<file path="config.mk">
export PLATFORM = sky130hd
export DESIGN_NAME = uart_char_tx_flat
export DESIGN_NICKNAME = d
export VERILOG_FILES = /design/src/rtl/uart_char_tx_if.sv /design/src/rtl/uart_char_tx.sv /design/src/flat_wrapper.sv
export SDC_FILE = /design/constraint.sdc
export NUM_CORES = 1
export LEC_CHECK = 0
export CAP_MARGIN = 20
export CORE_MARGIN = 1.5
export CORE_UTILIZATION = 35
export DETAILED_ROUTE_END_ITERATION = 12
export MAX_ROUTING_LAYER = met4
export PLACE_DENSITY_LB_ADDON = 0.15
export SYNTH_ARGS = -nofsm -noshare
export SYNTH_HDL_FRONTEND = slang
export SYNTH_SLANG_ARGS = --single-unit
export TNS_END_PERCENT = 1
</file>
<file path="constraint.sdc">
create_clock -name clk -period 4.1 [get_ports clk]
set_input_delay 1.23 -clock clk [delete_from_list [all_inputs] [get_ports clk]]
set_output_delay 1.23 -clock clk [all_outputs]
set_load 0.02 [all_outputs]
</file>
<file path="src/rtl/uart_char_tx_if.sv">
// Character push / status bundle between the core-side producer and uart_char_tx.
// UART_TX_OVF_CNT_EN adds the ovf_cnt status field.
interface uart_char_tx_if #(
    parameter int unsigned FIFO_AW = 4
);
    logic [7:0]       char_in;
    logic             char_valid;
    logic             txd;
    logic             tx_busy;
    logic             fifo_empty;
    logic             fifo_full;
    logic [FIFO_AW:0] fifo_count;
    logic             overflow;
`ifdef UART_TX_OVF_CNT_EN
    logic [15:0]      ovf_cnt;

    modport master (
        output char_in, char_valid,
        input  txd, tx_busy, fifo_empty, fifo_full, fifo_count, overflow, ovf_cnt
    );

    modport slave (
        input  char_in, char_valid,
        output txd, tx_busy, fifo_empty, fifo_full, fifo_count, overflow, ovf_cnt
    );
`else
    modport master (
        output char_in, char_valid,
        input  txd, tx_busy, fifo_empty, fifo_full, fifo_count, overflow
    );

    modport slave (
        input  char_in, char_valid,
        output txd, tx_busy, fifo_empty, fifo_full, fifo_count, overflow
    );
`endif
endinterface

</file>
<file path="src/rtl/uart_char_tx.sv">
// Buffers core UART characters in a FIFO and serializes them as 8N1 on txd.
// Define UART_TX_OVF_CNT_EN to add a saturating 16-bit dropped-character counter (ovf_cnt).
module uart_char_tx #(
    parameter int unsigned CLK_DIV = 868,
    parameter int unsigned FIFO_AW = 4
) (
    input logic           clk,
    input logic           rst,
    uart_char_tx_if.slave bus
);
    localparam int unsigned     Depth      = 2 ** FIFO_AW;
    localparam logic [FIFO_AW:0] DepthCnt  = (FIFO_AW + 1)'(Depth);
    localparam logic [FIFO_AW:0] CntOne    = (FIFO_AW + 1)'(1);
    localparam logic [15:0]     BaudReload = 16'(CLK_DIV - 1);

    typedef enum logic [1:0] {StIdle, StStart, StData, StStop} state_e;

    logic [7:0]         mem [Depth];
    logic [FIFO_AW-1:0] wr_ptr_q, rd_ptr_q;
    logic [FIFO_AW:0]   count_q, count_d;
    logic               empty_q, full_q, overflow_q;
    logic               push, pop, drop;

    state_e      state_q, state_d;
    logic [15:0] baud_q, baud_d;
    logic [2:0]  bit_idx_q, bit_idx_d;
    logic [7:0]  shift_q, shift_d;
    logic        txd_q, txd_d;
    logic        busy_q;

    // Pops only come from IDLE, so a push at full is accepted when the FSM frees a slot.
    assign pop  = (state_q == StIdle) && !empty_q;
    assign push = bus.char_valid && (!full_q || pop);
    assign drop = bus.char_valid && full_q && !pop;

    always_comb begin
        count_d = count_q;
        unique case ({push, pop})
            2'b10:   count_d = count_q + CntOne;
            2'b01:   count_d = count_q - CntOne;
            default: count_d = count_q;
        endcase
    end

    always_ff @(posedge clk or posedge rst) begin
        if (rst) begin
            wr_ptr_q   <= '0;
            rd_ptr_q   <= '0;
            count_q    <= '0;
            empty_q    <= 1'b1;
            full_q     <= 1'b0;
            overflow_q <= 1'b0;
        end else begin
            if (push) wr_ptr_q <= wr_ptr_q + 1'b1;
            if (pop)  rd_ptr_q <= rd_ptr_q + 1'b1;
            count_q    <= count_d;
            empty_q    <= (count_d == '0);
            full_q     <= (count_d == DepthCnt);
            overflow_q <= drop;
        end
    end

    // At full the write lands on the slot being read; the read sees the old contents.
    always_ff @(posedge clk) begin
        if (push) mem[wr_ptr_q] <= bus.char_in;
    end

    always_comb begin
        state_d   = state_q;
        baud_d    = baud_q;
        bit_idx_d = bit_idx_q;
        shift_d   = shift_q;
        txd_d     = txd_q;
        unique case (state_q)
            StIdle: begin
                txd_d = 1'b1;
                if (pop) begin
                    shift_d = mem[rd_ptr_q];
                    baud_d  = BaudReload;
                    txd_d   = 1'b0;
                    state_d = StStart;
                end
            end
            StStart: begin
                if (baud_q == '0) begin
                    txd_d     = shift_q[0];
                    shift_d   = {1'b0, shift_q[7:1]};
                    baud_d    = BaudReload;
                    bit_idx_d = '0;
                    state_d   = StData;
                end else begin
                    baud_d = baud_q - 16'd1;
                end
            end
            StData: begin
                if (baud_q == '0) begin
                    baud_d = BaudReload;
                    if (bit_idx_q == 3'd7) begin
                        txd_d   = 1'b1;
                        state_d = StStop;
                    end else begin
                        txd_d     = shift_q[0];
                        shift_d   = {1'b0, shift_q[7:1]};
                        bit_idx_d = bit_idx_q + 3'd1;
                    end
                end else begin
                    baud_d = baud_q - 16'd1;
                end
            end
            StStop: begin
                if (baud_q == '0) begin
                    state_d = StIdle;
                end else begin
                    baud_d = baud_q - 16'd1;
                end
            end
            default: state_d = StIdle;
        endcase
    end

    always_ff @(posedge clk or posedge rst) begin
        if (rst) begin
            state_q   <= StIdle;
            baud_q    <= '0;
            bit_idx_q <= '0;
            shift_q   <= '0;
            txd_q     <= 1'b1;
            busy_q    <= 1'b0;
        end else begin
            state_q   <= state_d;
            baud_q    <= baud_d;
            bit_idx_q <= bit_idx_d;
            shift_q   <= shift_d;
            txd_q     <= txd_d;
            busy_q    <= (state_d != StIdle);
        end
    end

`ifdef UART_TX_OVF_CNT_EN
    logic [15:0] ovf_cnt_q;

    always_ff @(posedge clk or posedge rst) begin
        if (rst) begin
            ovf_cnt_q <= '0;
        end else if (drop && (ovf_cnt_q != 16'hFFFF)) begin
            ovf_cnt_q <= ovf_cnt_q + 16'd1;
        end
    end

    assign bus.ovf_cnt = ovf_cnt_q;
`endif

    assign bus.txd        = txd_q;
    assign bus.tx_busy    = busy_q;
    assign bus.fifo_empty = empty_q;
    assign bus.fifo_full  = full_q;
    assign bus.fifo_count = count_q;
    assign bus.overflow   = overflow_q;

endmodule

</file>
<file path="src/flat_wrapper.sv">
// flat-port wrapper written by rule: the top's interface ports become plain ports
module uart_char_tx_flat 
#(
    parameter int unsigned CLK_DIV = 868,
    parameter int unsigned FIFO_AW = 4
)
  (clk, rst, bus_char_in, bus_char_valid, bus_txd, bus_tx_busy, bus_fifo_empty, bus_fifo_full, bus_fifo_count, bus_overflow);
  uart_char_tx_if #(.FIFO_AW(FIFO_AW)) bus_i ();
  input logic clk;
  input logic rst;
  input wire logic [$bits(bus_i.char_in)-1:0] bus_char_in;
  input wire logic [$bits(bus_i.char_valid)-1:0] bus_char_valid;
  output wire logic [$bits(bus_i.txd)-1:0] bus_txd;
  output wire logic [$bits(bus_i.tx_busy)-1:0] bus_tx_busy;
  output wire logic [$bits(bus_i.fifo_empty)-1:0] bus_fifo_empty;
  output wire logic [$bits(bus_i.fifo_full)-1:0] bus_fifo_full;
  output wire logic [$bits(bus_i.fifo_count)-1:0] bus_fifo_count;
  output wire logic [$bits(bus_i.overflow)-1:0] bus_overflow;
  assign bus_i.char_in = bus_char_in;
  assign bus_i.char_valid = bus_char_valid;
  assign bus_txd = bus_i.txd;
  assign bus_tx_busy = bus_i.tx_busy;
  assign bus_fifo_empty = bus_i.fifo_empty;
  assign bus_fifo_full = bus_i.fifo_full;
  assign bus_fifo_count = bus_i.fifo_count;
  assign bus_overflow = bus_i.overflow;
  uart_char_tx #(.CLK_DIV(CLK_DIV), .FIFO_AW(FIFO_AW)) u_core (.clk(clk), .rst(rst), .bus(bus_i));
endmodule
</file>
; Word level (Yosys, flattened, before mapping)
; Memories as Yosys holds them, arrays and structs flattened.
; Cells that the tools add are included.
[word_totals]
regBits = 47
ramBits = 128
wordCells = 77
memories = 1
[memory_table]
columns = name, words, width, rd, rd_clocked_by_memory_dff, write_ports, line
row1 = u_core.mem, 16, 8, 1, 0, 1, uart_char_tx.sv:18  ; logic [7:0] mem [Depth];
[classes]
add_sub_neg = 6
n_eq_ne = 12
n_mux = 27
n_reduce_logical = 19
[ops]
columns = cell, count
row1 = 16-bit 2-to-1 mux, 3
row2 = 16-bit case mux with 3 select lines, 1
row3 = 8-bit 2-to-1 mux, 4
row4 = 8-bit case mux with 3 select lines, 1
row5 = 16-bit zero test, 1
row6 = 16-bit by 1-bit subtractor with 16-bit output (second input constant), 1
row7 = 2-bit 2-to-1 mux, 5
row8 = 5-bit case mux with 2 select lines, 1
row9 = 3-bit 2-to-1 mux, 3
row10 = 4-bit by 1-bit adder with 4-bit output (second input constant), 2
row11 = 2-bit case mux with 4 select lines, 1
row12 = 2-bit == test (second input constant), 3
row13 = 1-bit 2-to-1 mux, 6
row14 = 2-bit by 1-bit != test with 1-bit output (second input constant), 3
row15 = 3-bit case mux with 2 select lines, 1
row16 = 5-bit by 1-bit adder with 5-bit output (second input constant), 1
row17 = 5-bit == test (second input constant), 1
row18 = 5-bit zero test, 1
row19 = 5-bit AND reduction, 1
row20 = 5-bit by 1-bit subtractor with 5-bit output (second input constant), 1
row21 = 2-bit by 1-bit == test with 1-bit output (second input constant), 2
row22 = 1-bit logical AND, 4
row23 = 2-bit != test (second input constant), 2
row24 = 4-bit AND reduction, 1
row25 = 11 further kinds, 14

; Logic depth before layout (Yosys ltp)
; Gate-level depths: netlist of the first run.
[depth]
ltp_word = 7
mapped_depth = 15
ltp_nobuf = 13

; Worst setup path before layout of the first run
; OpenSTA, ideal clock, no wires.
[synth_timing]
path_kind = input port to flip-flop
from = in bus_char_valid
to = reg u_core.full_q, in the netlist u_core.bus.fifo_full
setup_time_ps = 89
arrival_ps = 3163
required_ps = 4011
slack_ps = 848
stages = 11
path_buffers = 1
path_cell_list = a21boi_2 > inv_1 > ha_1 > buf_2 > xor2_1 > ha_1 > o21a_1 > o21a_1 > o32ai_1 > xor2_1 > nor3b_1
[synth_via]
elab_chain_len = 4
word_cells_on_any_way = 5
classes_between = 3 x eq/ne / 1 x mux / 1 x reduce/logical
[synth_lines]
columns = element, line
row1 = "start, declared", flat_wrapper.sv:12  ; input wire logic [$bits(bus_i.char_valid)-1:0] bus_char_valid;
row2 = 1-bit logical AND *, uart_char_tx.sv:33  ; assign push = bus.char_valid && (!full_q || pop);
row3 = 2-bit by 1-bit == test with 1-bit output / 2-bit == test (equally long branches), uart_char_tx.sv:38  ; unique case ({push, pop})
row4 = 5-bit case mux with 2 select lines *, uart_char_tx.sv:38
row5 = net u_core.count_d[4], uart_char_tx.sv:20  ; logic [FIFO_AW:0] count_q, count_d;
row6 = 5-bit == test *, uart_char_tx.sv:58  ; full_q <= (count_d == DepthCnt);
row7 = "end signal, assigned", uart_char_tx.sv:58
row8 = "end, declared", uart_char_tx.sv:21  ; logic empty_q, full_q, overflow_q;
; Mark *: on every way through the listed nets, which the timed path passes. The rest lies on a longest branch.
; A chain may end at the register's enable or synchronous reset.

; Final worst setup path of the first run
; Ends and elaborated chain as after synthesis.

==> results.md, run 1 <==
- The smallest clock period supported by the final layout is computed as 3278 ps.
- After detailed routing, the number of vias per cell comes to 5.218.
- Buffers inserted during clock tree synthesis total 17.
- The endpoint of the worst setup timing path is u_core.bus.fifo_full.
- The run finished with clean final reports.
- The worst setup path is launched from an input port.
- The max capacitance violation total is 0.
- Counting flops with a built-in enable in the synthesized netlist gives 128.
- The worst register-to-register path begins at u_core.state_q[0].
- For this run, the leading register cell type out of synthesis is sky130_fd_sc_hd__edfxtp_1.
- After clock tree synthesis, the clock-pin slew on the worst setup and hold paths is 70 ps.
- After synthesis, the mean cell area works out to 15.20 µm².
- The post-route netlist has 19.82% of its cells at a drive strength greater than 1.
- The clock tree synthesis step divided the H-tree into 4 levels.
- Counting flops and latches in the post-synthesis netlist gives 175.
- Net switching is 35.33% of the power.
- The post-synthesis to final-layout area growth is 14.96%.
- In this run the vertical extent of the chip is 151.3 µm.
- For this design the static power due to leakage is 3.054 nW.
- In this run the tool buffered the top-level ports with 20 buffer cells.
- The total via count in the routed design is 4,357.
- The clock tree root driver cell is sky130_fd_sc_hd__clkbuf_16.
- The die is 151.3 µm wide.
- The sequential share of power is 41.1%.
- Combinational logic is responsible for 34.4% of the overall power.
- Hold repair after CTS inserted 0 buffers.
- Synthesis produced a netlist with a net count of 534.
- In this run, the number of DRC markers left after iteration 0 of detailed routing was 311.
- In this run the tightest slew margin relative to its limit is 40.08%.
- The maximum number of pins on one net before global-route repair is 33.
- The number of antenna violations at the first check in global routing came to 0.
- The overall overflow remaining after global route is 0.
- The row count is 54.
- The via count of the first global-routing pass is 4,342.
- The number of diodes is 0.
- The share of total power dissipated in the clock network is 24.6%.
- The effective utilization at floorplan is 35.47%.
- The final routed wire length divided by cell count is 19.03 µm.
- The slew of the pin with the lowest slew margin is 898.7 ps.
- The combined global-route utilization of all metal layers is 15.67%.
- The CTS tree is done.
- The first element of the critical path is bus_char_valid.
- The switching power is 0.002229 W.
- Along the worst path, the maximum fanout reaches 8.
- The placeable core area is 21,690 µm².
- The count of distinct cell types in the synthesized netlist is 63.
- For this run, the number of Yosys warnings is 0.
- The global-route wire length before repair is 25,180 µm.
- 21 I/O pins were placed.
- At the end of the flow, the number of nets in the layout was 571.
- The max-slew violation count came to 0.
- The worst setup path is captured at a flop.
- After routing, the total negative slack on setup checks comes to 0 ps.
- The filler cells instantiated in the layout total 1,967.
- The total number of clock tree sinks is 175.
- The worst hold slack across all endpoints is 490.2 ps.
- The die area is 22,880 µm².
- The number of gates given a new drive strength after cts is 0.
- The later pin in the worst-skew pair is clocked with a latency of 430 ps.
- The worst register-to-register path has a depth of 12.
- Data on the critical path arrives at its endpoint at 3620 ps.
- Setup repair after global routing left no endpoint under its margin.
- The data required time of the critical path is 4440 ps.
- After synthesis, the share of flip-flops with an asynchronous set or reset is 26.86%.
- The post-synth design cell area is 7694 µm².
- The total power divided by cell area is 713.4 nW/µm².
- The worst flop-to-flop path endpoint is u_core.bus.fifo_full.
- In this run the remaining antenna-violating nets after routing total 0.
- The internal reg-to-reg setup slack is 1030 ps.
- The number of setup buffers added after CTS is 0.
- Cell internal power was estimated by the tool at 0.004081 W.
- The routed wire length is 15,890 µm.
- Setup violations remaining at the end of the flow were counted as 0.
- The number of hold violations in the final report is 0.
- Detailed placement finished with a half-perimeter wire length of 10,240 µm.
- By startpoint and endpoint, the worst setup path is classified as input port to flop.
- The number of detailed-routing iterations run before antenna repair is 5.
- Derived from the worst setup path, the maximum achievable clock frequency is 305.0 MHz.
- The worst-case clock skew is 5.584 ps.
- Summing the sequential cell areas from Yosys gives 65.28% of the chip area.
- The number of buffers on the longest clock path is 2.
- IR analysis of the VDD net gives a maximum drop of 0.3399 mV.
- In the synthesized netlist, the number of instances is 506.
- The worst path uses 79.96% of the clock period.
- The remaining routing DRC violations is 0.
- The kind of path behind the tightest hold check is flop to flop.
- At the end of routability-driven placement, the weighted congestion stood at 0.7970.
[worst min path at each step]
stage	to	depth (start not counted)	slack [ps]	from
finish	u_core.bus.txd	2	490	u_core.bus.txd
global route	u_core.bus.txd	2	520	u_core.bus.txd
CTS	u_core.bus.txd	2	500	u_core.bus.txd
detailed placement	u_core.bus.txd	2	490	u_core.bus.txd
global placement	u_core.bus.txd	2	480	u_core.bus.txd
floorplan	u_core.baud_q[11]	1	490	u_core.baud_q[11]
[stage by stage]
step	utilization [%]	power [W]	setup WS, ps	instances	instance area [µm²]
after floorplan	-	0.004203	847.9	506	7694
after global placement	38.20	0.004789	465.7	804	8284
after detailed placement	38.20	0.004830	398.8	804	8284
after CTS	40.78	0.006391	820.0	835	8845
after global routing	40.78	0.006729	614.6	835	8845
final	40.78	0.006310	821.8	835	8845
[routing by layer]
metal / GRT usage [%] / routed length (µm) / vias to the layer above / part of all wire (%)
met5: - / 0 / - / 0
met4: 4.806 / 179 / 0 / 1.1
met3: 2.982 / 479 / 11 / 3.0
met2: 23.27 / 7620 / 79 / 48
met1: 21.82 / 7606 / 2235 / 48
li1: - / - / 2032 / -
[registers in the layout (all words and copies together), names as in the netlist, 2 cells and up]
signal and cells:
u_core.baud_q 16, u_core.bit_idx_q 3, u_core.bus.fifo_count 5, u_core.mem 128
u_core.rd_ptr_q 4, u_core.shift_q 8, u_core.state_q 2, u_core.wr_ptr_q 4
[synthesized netlist by cell type (6+ instances only)]
cell type                  number  area share, %
sky130_fd_sc_hd__a21oi_1       38            2.5
sky130_fd_sc_hd__a22oi_1       14            1.4
sky130_fd_sc_hd__clkbuf_1      10           0.49
sky130_fd_sc_hd__dfrtp_1       45             15
sky130_fd_sc_hd__edfxtp_1     128             50
sky130_fd_sc_hd__ha_1          17            2.8
sky130_fd_sc_hd__inv_1         17           0.83
sky130_fd_sc_hd__mux4_2        33            9.7
sky130_fd_sc_hd__nand2_1       30            1.5
sky130_fd_sc_hd__nand3_1        6           0.39
sky130_fd_sc_hd__nor2_1        36            1.8
sky130_fd_sc_hd__nor3_1         9           0.59
sky130_fd_sc_hd__o21ai_0        7           0.46
sky130_fd_sc_hd__o21ai_1        8           0.52
sky130_fd_sc_hd__xnor2_1        7           0.80
sky130_fd_sc_hd__xor2_1         6           0.68
[cell families after synthesis]
group	synth area share, %
compound gates	9.481
xor+xnor	1.480
simple gates	8.733
buf+inv	2.456
fa+ha+maj	2.765
mux	9.806
flops	65.28
[layout by cell type (no fill, tap or decap), types with 3 or more instances in the layout]
cell type | netlist | final
sky130_fd_sc_hd__edfxtp_1 | 128 | 128
sky130_fd_sc_hd__nor3b_1 | 4 | 4
sky130_fd_sc_hd__clkbuf_16 | 0 | 17
sky130_fd_sc_hd__o31ai_1 | 3 | 3
sky130_fd_sc_hd__ha_1 | 17 | 17
sky130_fd_sc_hd__inv_6 | 0 | 3
sky130_fd_sc_hd__a22o_1 | 3 | 3
sky130_fd_sc_hd__nand2_1 | 30 | 30
sky130_fd_sc_hd__inv_1 | 17 | 16
sky130_fd_sc_hd__nand3_1 | 6 | 6
sky130_fd_sc_hd__a21oi_2 | 3 | 3
sky130_fd_sc_hd__o21ai_1 | 8 | 8
sky130_fd_sc_hd__inv_8 | 0 | 3
sky130_fd_sc_hd__nand4_1 | 5 | 5
sky130_fd_sc_hd__nor2_1 | 36 | 36
sky130_fd_sc_hd__clkdlybuf4s50_1 | 0 | 20
sky130_fd_sc_hd__xor2_1 | 6 | 6
sky130_fd_sc_hd__buf_4 | 2 | 19
sky130_fd_sc_hd__dfrtp_1 | 45 | 43
sky130_fd_sc_hd__a21oi_1 | 38 | 38
sky130_fd_sc_hd__o21ai_0 | 7 | 7
sky130_fd_sc_hd__nor3_1 | 9 | 9
sky130_fd_sc_hd__xnor2_1 | 7 | 7
sky130_fd_sc_hd__a31oi_1 | 5 | 5
sky130_fd_sc_hd__mux4_2 | 33 | 33
sky130_fd_sc_hd__nand2b_1 | 5 | 5
sky130_fd_sc_hd__o22a_1 | 4 | 4
sky130_fd_sc_hd__o21a_1 | 5 | 5
sky130_fd_sc_hd__a22oi_1 | 14 | 14
[power by group through the flow]
| stage | combinational, W | clock [W] | sequential (W) |
|---|---|---|---|
| after floorplan | 0.00173 | 0 | 0.00247 |
| after global placement | 0.00217 | 0 | 0.00262 |
| after detailed placement | 0.00219 | 0 | 0.00263 |
| after CTS | 0.00220 | 0.00159 | 0.00260 |
| after global routing | 0.00242 | 0.00166 | 0.00264 |
| final | 0.00217 | 0.00155 | 0.00259 |
[cell type report]
| cell class | instances | area, µm² | area share [%] |
|---|---|---|---|
| sequential | 175 | 5025 | 56.81 |
| multi-input combinational | 292 | 2482 | 28.07 |
| tap | 280 | 350.3 | 3.961 |
| clock buffer | 18 | 429.2 | 4.852 |
| timing repair buffer | 40 | 362.8 | 4.102 |
| inverter | 17 | 63.81 | 0.7215 |
| clock inverter | 13 | 131.4 | 1.485 |
[critical path, cell delays in order]
cell,delay (ps)
sky130_fd_sc_hd__clkdlybuf4s50_1,470
sky130_fd_sc_hd__a21boi_2,170
sky130_fd_sc_hd__inv_1,70
sky130_fd_sc_hd__ha_1,290
sky130_fd_sc_hd__xor2_1,210
sky130_fd_sc_hd__ha_1,230
sky130_fd_sc_hd__o21a_1,180
sky130_fd_sc_hd__o21a_1,160
sky130_fd_sc_hd__o32ai_1,140
sky130_fd_sc_hd__xor2_1,250
sky130_fd_sc_hd__nor3b_1,210
No activity file was read; power rests on OpenSTA's default activity.
==> run 2: changes to the inputs <==
==> constraint.sdc (replaced) <==
create_clock -name clk -period 3.22 [get_ports clk]
set_input_delay 0.966 -clock clk [delete_from_list [all_inputs] [get_ports clk]]
set_output_delay 0.966 -clock clk [all_outputs]
set_load 0.02 [all_outputs]
==> run 2 against run 1 <==
Effect of this change: worst setup slack got worse by 530 ps; die area unchanged; total power increased by 30%; non-clock buffer count increased by 10; final cell count increased by 1.3%; core utilization increased by 0.40 points; largest power group unchanged.
==> results.md, run 2 (synthesis gave the netlist of run 1 again) <==
- The overall overflow remaining after global route is 0 (unchanged).
- The internal portion of total power is 0.005238 W (was 0.004081 W).
- Regs by FF count: u_core.mem: 128 flops, u_core.baud_q: 16 flops, u_core.shift_q: 8 flops (unchanged).
- The max capacitance violation total came to 0 (unchanged).
- The data required time of the critical path is 3560 ps (was 4440 ps).
- The clock network latency to the later pin of the worst-skew pair is 430 ps (about the same).
- The combined global-route utilization of all metal layers is 15.60% (was 15.67%).
- The effective utilization at floorplan came to 35.47% (unchanged).
- The number of buffers inserted during clock tree synthesis is 17 (unchanged).
- The final-stage net count is 581 (was 571).
- The leakage component of the power is 3.112 nW (was 3.054 nW).
- The number of hold violations in the final report is 0 (unchanged).
- The maximum number of pins on one net before global-route repair is 30 (was 33).
- The clock slew at the register clock pins of the worst setup and hold paths is 70 ps (about the same).
- In the finished design, the share of the clock period the worst path needs comes to 90.93%.
- The net switching share of the total power is 36.07% (was 35.33%).
- The fill cell total of the finished layout is 1,964 (was 1,967).
- RSZ-0062 raised after global routing: no (unchanged).
- The die extent in y is 151.3 µm (unchanged).
- The number of diodes is 0 (unchanged).
- The peak supply drop is 0.4306 mV (was 0.3399 mV).
- The total number of clock tree sinks is 175 (unchanged).
- The worst-case clock skew is 19.33 ps (was 5.584 ps).
- The largest fanout on the critical path is 3 (was 8).
- The die area is 22,880 µm² (unchanged).
- The data arrival time of the critical path was 3270 ps (was 3620 ps).
- The total of endpoints with negative setup slack in the final report came to 0 (unchanged).
- Counting I/O delays and the setup requirement, the final critical path takes 2928 ps.
- The CTS tree is done (unchanged).
- The routed wire length is 16,290 µm (was 15,890 µm).
- The row count is 54 (unchanged).
- The post-synthesis to final-layout area growth came to 16.10% (was 14.96%).
- Timing would allow up to 341.5 MHz.
- The routed via count divided by cell count is 5.215 (was 5.218).
- Outcome: completed (unchanged).
- The count of input and output buffers came to 20 (unchanged).
- The DRC marker count from the first detailed-route iteration came to 290 (was 311).
- The proportion of power drawn by combinational gates is 36.1% (was 34.4%).
- The clock tree root driver cell is sky130_fd_sc_hd__clkbuf_16 (unchanged).
- The total power draw is 0.008193 W (was 0.006310 W).
- The power share of the clock group is 24.4% (was 24.6%).
- The CTS H-tree depth is 4 (unchanged).
- The number of flip-flops in the largest register is 128 (unchanged).
- The kind of start point of the critical path is an input port (unchanged).
- The max-slew violation count came to 0 (unchanged).
- The total power divided by cell area was 917.2 nW/µm² (was 713.4 nW/µm²).
- The placer congestion estimate is 0.8103 (was 0.7970).
- The share of layout cells above drive strength 1 came to 21.55% (was 19.82%).
- The final routed wire length divided by cell count was 19.25 µm (was 19.03 µm).
- The die extent in x is 151.3 µm (unchanged).
- The tightest slew margin relative to the limit came to 47.77% (was 40.08%).
- The start-to-end type of the worst setup path is input port to flop (unchanged).
- The post-DP HPWL is 10,750 µm (was 10,240 µm).
- The final sum of negative setup slack was 0 ps (unchanged).
- The number of buffers on the longest clock path is 2 (unchanged).
- The hold buffer count at cts came to 0 (unchanged).
- The number of top-level design ports is 21 (unchanged).
- The count of nets left with antenna violations after detail routing was 0 (unchanged).
- The placeable core area is 21,690 µm² (unchanged).
- The global-route wire length before repair is 25,340 µm (was 25,180 µm).
- The slew of the pin with the lowest slew margin is 776.3 ps (was 898.7 ps).
- The number of detailed-routing iterations run before antenna repair came to 5 (unchanged).
- The type of element capturing the critical path is a flop (unchanged).
- The switching power is 0.002955 W (was 0.002229 W).
- The kind of path behind the tightest hold check was flop to flop (unchanged).
- The via count of the first global-routing pass came to 4,409 (was 4,342).
- The sequential share of power is 39.6% (was 41.1%).
- Most frequent cells in the layout: sky130_fd_sc_hd__edfxtp_1, sky130_fd_sc_hd__dfrtp_1, sky130_fd_sc_hd__a21oi_1 (unchanged).
- The number of antenna violations at the first check in global routing is 0 (unchanged).
- The most flop-heavy register is u_core.mem (unchanged).
- The remaining routing DRC violations is 0 (unchanged).
- The total via count in the routed design is 4,412 (was 4,357).
- The most common cell after layout, fill and taps aside is sky130_fd_sc_hd__edfxtp_1 (unchanged).
## run 2: final timing paths
| check | from | endpoint | slack (ps) | cells past startpoint |
|---|---|---|---|---|
| setup / recovery | bus_char_valid | u_core.bus.fifo_full | 290 | 11 |
| hold / removal | u_core.bus.txd | u_core.bus.txd | 490 | 2 |
| setup reg to reg | u_core.state_q[0] | u_core.bus.fifo_full | 340 | 13 |
| hold reg to reg | u_core.bus.txd | u_core.bus.txd | 490 | 2 |
| max in group asynchronous | rst | u_core.bus.txd | 1700 | 3 |
| min in group asynchronous | rst | u_core.wr_ptr_q[3] | 900 | 2 |
## run 2: routing by layer
metal  up-vias  routed length, µm  part of all wire (%)  global-route usage (%)
met1      2277               7724                    47                   21.07
met4         0                185                   1.1                   4.272
met2        67               7944                    49                   24.00
met3        10                432                   2.7                   3.193
li1       2058                  -                     -                       -
met5         -                  0                     0                       -
## run 2: power by group through the flow
stage | Clock (W) | Combinational, W | Sequential (W)
after floorplan | 0 | 0.00220 | 0.00315
after global placement | 0 | 0.00292 | 0.00328
after detailed placement | 0 | 0.00297 | 0.00330
after CTS | 0.00205 | 0.00299 | 0.00325
after global routing | 0.00213 | 0.00326 | 0.00331
final | 0.00200 | 0.00295 | 0.00324
## run 2: metrics by stage
| step | std cells | area [µm²] | hold slack, ps | setup WS (ps) | utilization (%) |
|---|---|---|---|---|---|
| detailed placement | 814 | 8358 | 487.5 | -133.8 | 38.54 |
| floorplan | 506 | 7694 | 485.7 | 231.9 | - |
| finish | 846 | 8932 | 490.8 | 291.9 | 41.19 |
| global placement | 814 | 8358 | 481.7 | -67.86 | 38.54 |
| CTS | 846 | 8930 | 497.2 | 244.1 | 41.17 |
| global route | 846 | 8932 | 531.1 | 79.83 | 41.19 |
## run 2: area by class of cell
type / count / area, µm² / area share, %
clock buffers: 18 / 429.2 / 4.805
clock inverters: 14 / 142.6 / 1.597
inverters: 17 / 63.81 / 0.7144
multi-input cells: 292 / 2485 / 27.82
flip-flops and latches: 175 / 5024 / 56.24
well taps: 280 / 350.3 / 3.922
repair buffers: 50 / 437.9 / 4.903
## run 2: critical path: stages
cell and delay (ps):
sky130_fd_sc_hd__clkdlybuf4s50_1 470, sky130_fd_sc_hd__a21boi_2 170, sky130_fd_sc_hd__inv_1 70, sky130_fd_sc_hd__ha_1 230
sky130_fd_sc_hd__xor2_1 180, sky130_fd_sc_hd__ha_1 240, sky130_fd_sc_hd__o21a_1 190, sky130_fd_sc_hd__o21a_1 170
sky130_fd_sc_hd__o32ai_1 150, sky130_fd_sc_hd__xor2_1 240, sky130_fd_sc_hd__nor3b_1 210
## run 2: what timing repair did
item	4_1_cts	5_1_grt
setup buffers	0	0
resized for setup	0	1
setup endpoints to repair	0	1
==> run 3: changes to the inputs <==
--- a/config.mk
+++ b/config.mk
@@ -5,6 +5,7 @@
 export SDC_FILE = /design/constraint.sdc
 export NUM_CORES = 1
 export LEC_CHECK = 0
+export ABC_CLOCK_PERIOD_IN_PS = 3220
 export CAP_MARGIN = 20
 export CORE_MARGIN = 1.5
 export CORE_UTILIZATION = 35
==> results of run 3 <==
Same layout as run 2: the final DEF is identical, and so are final timing and power.
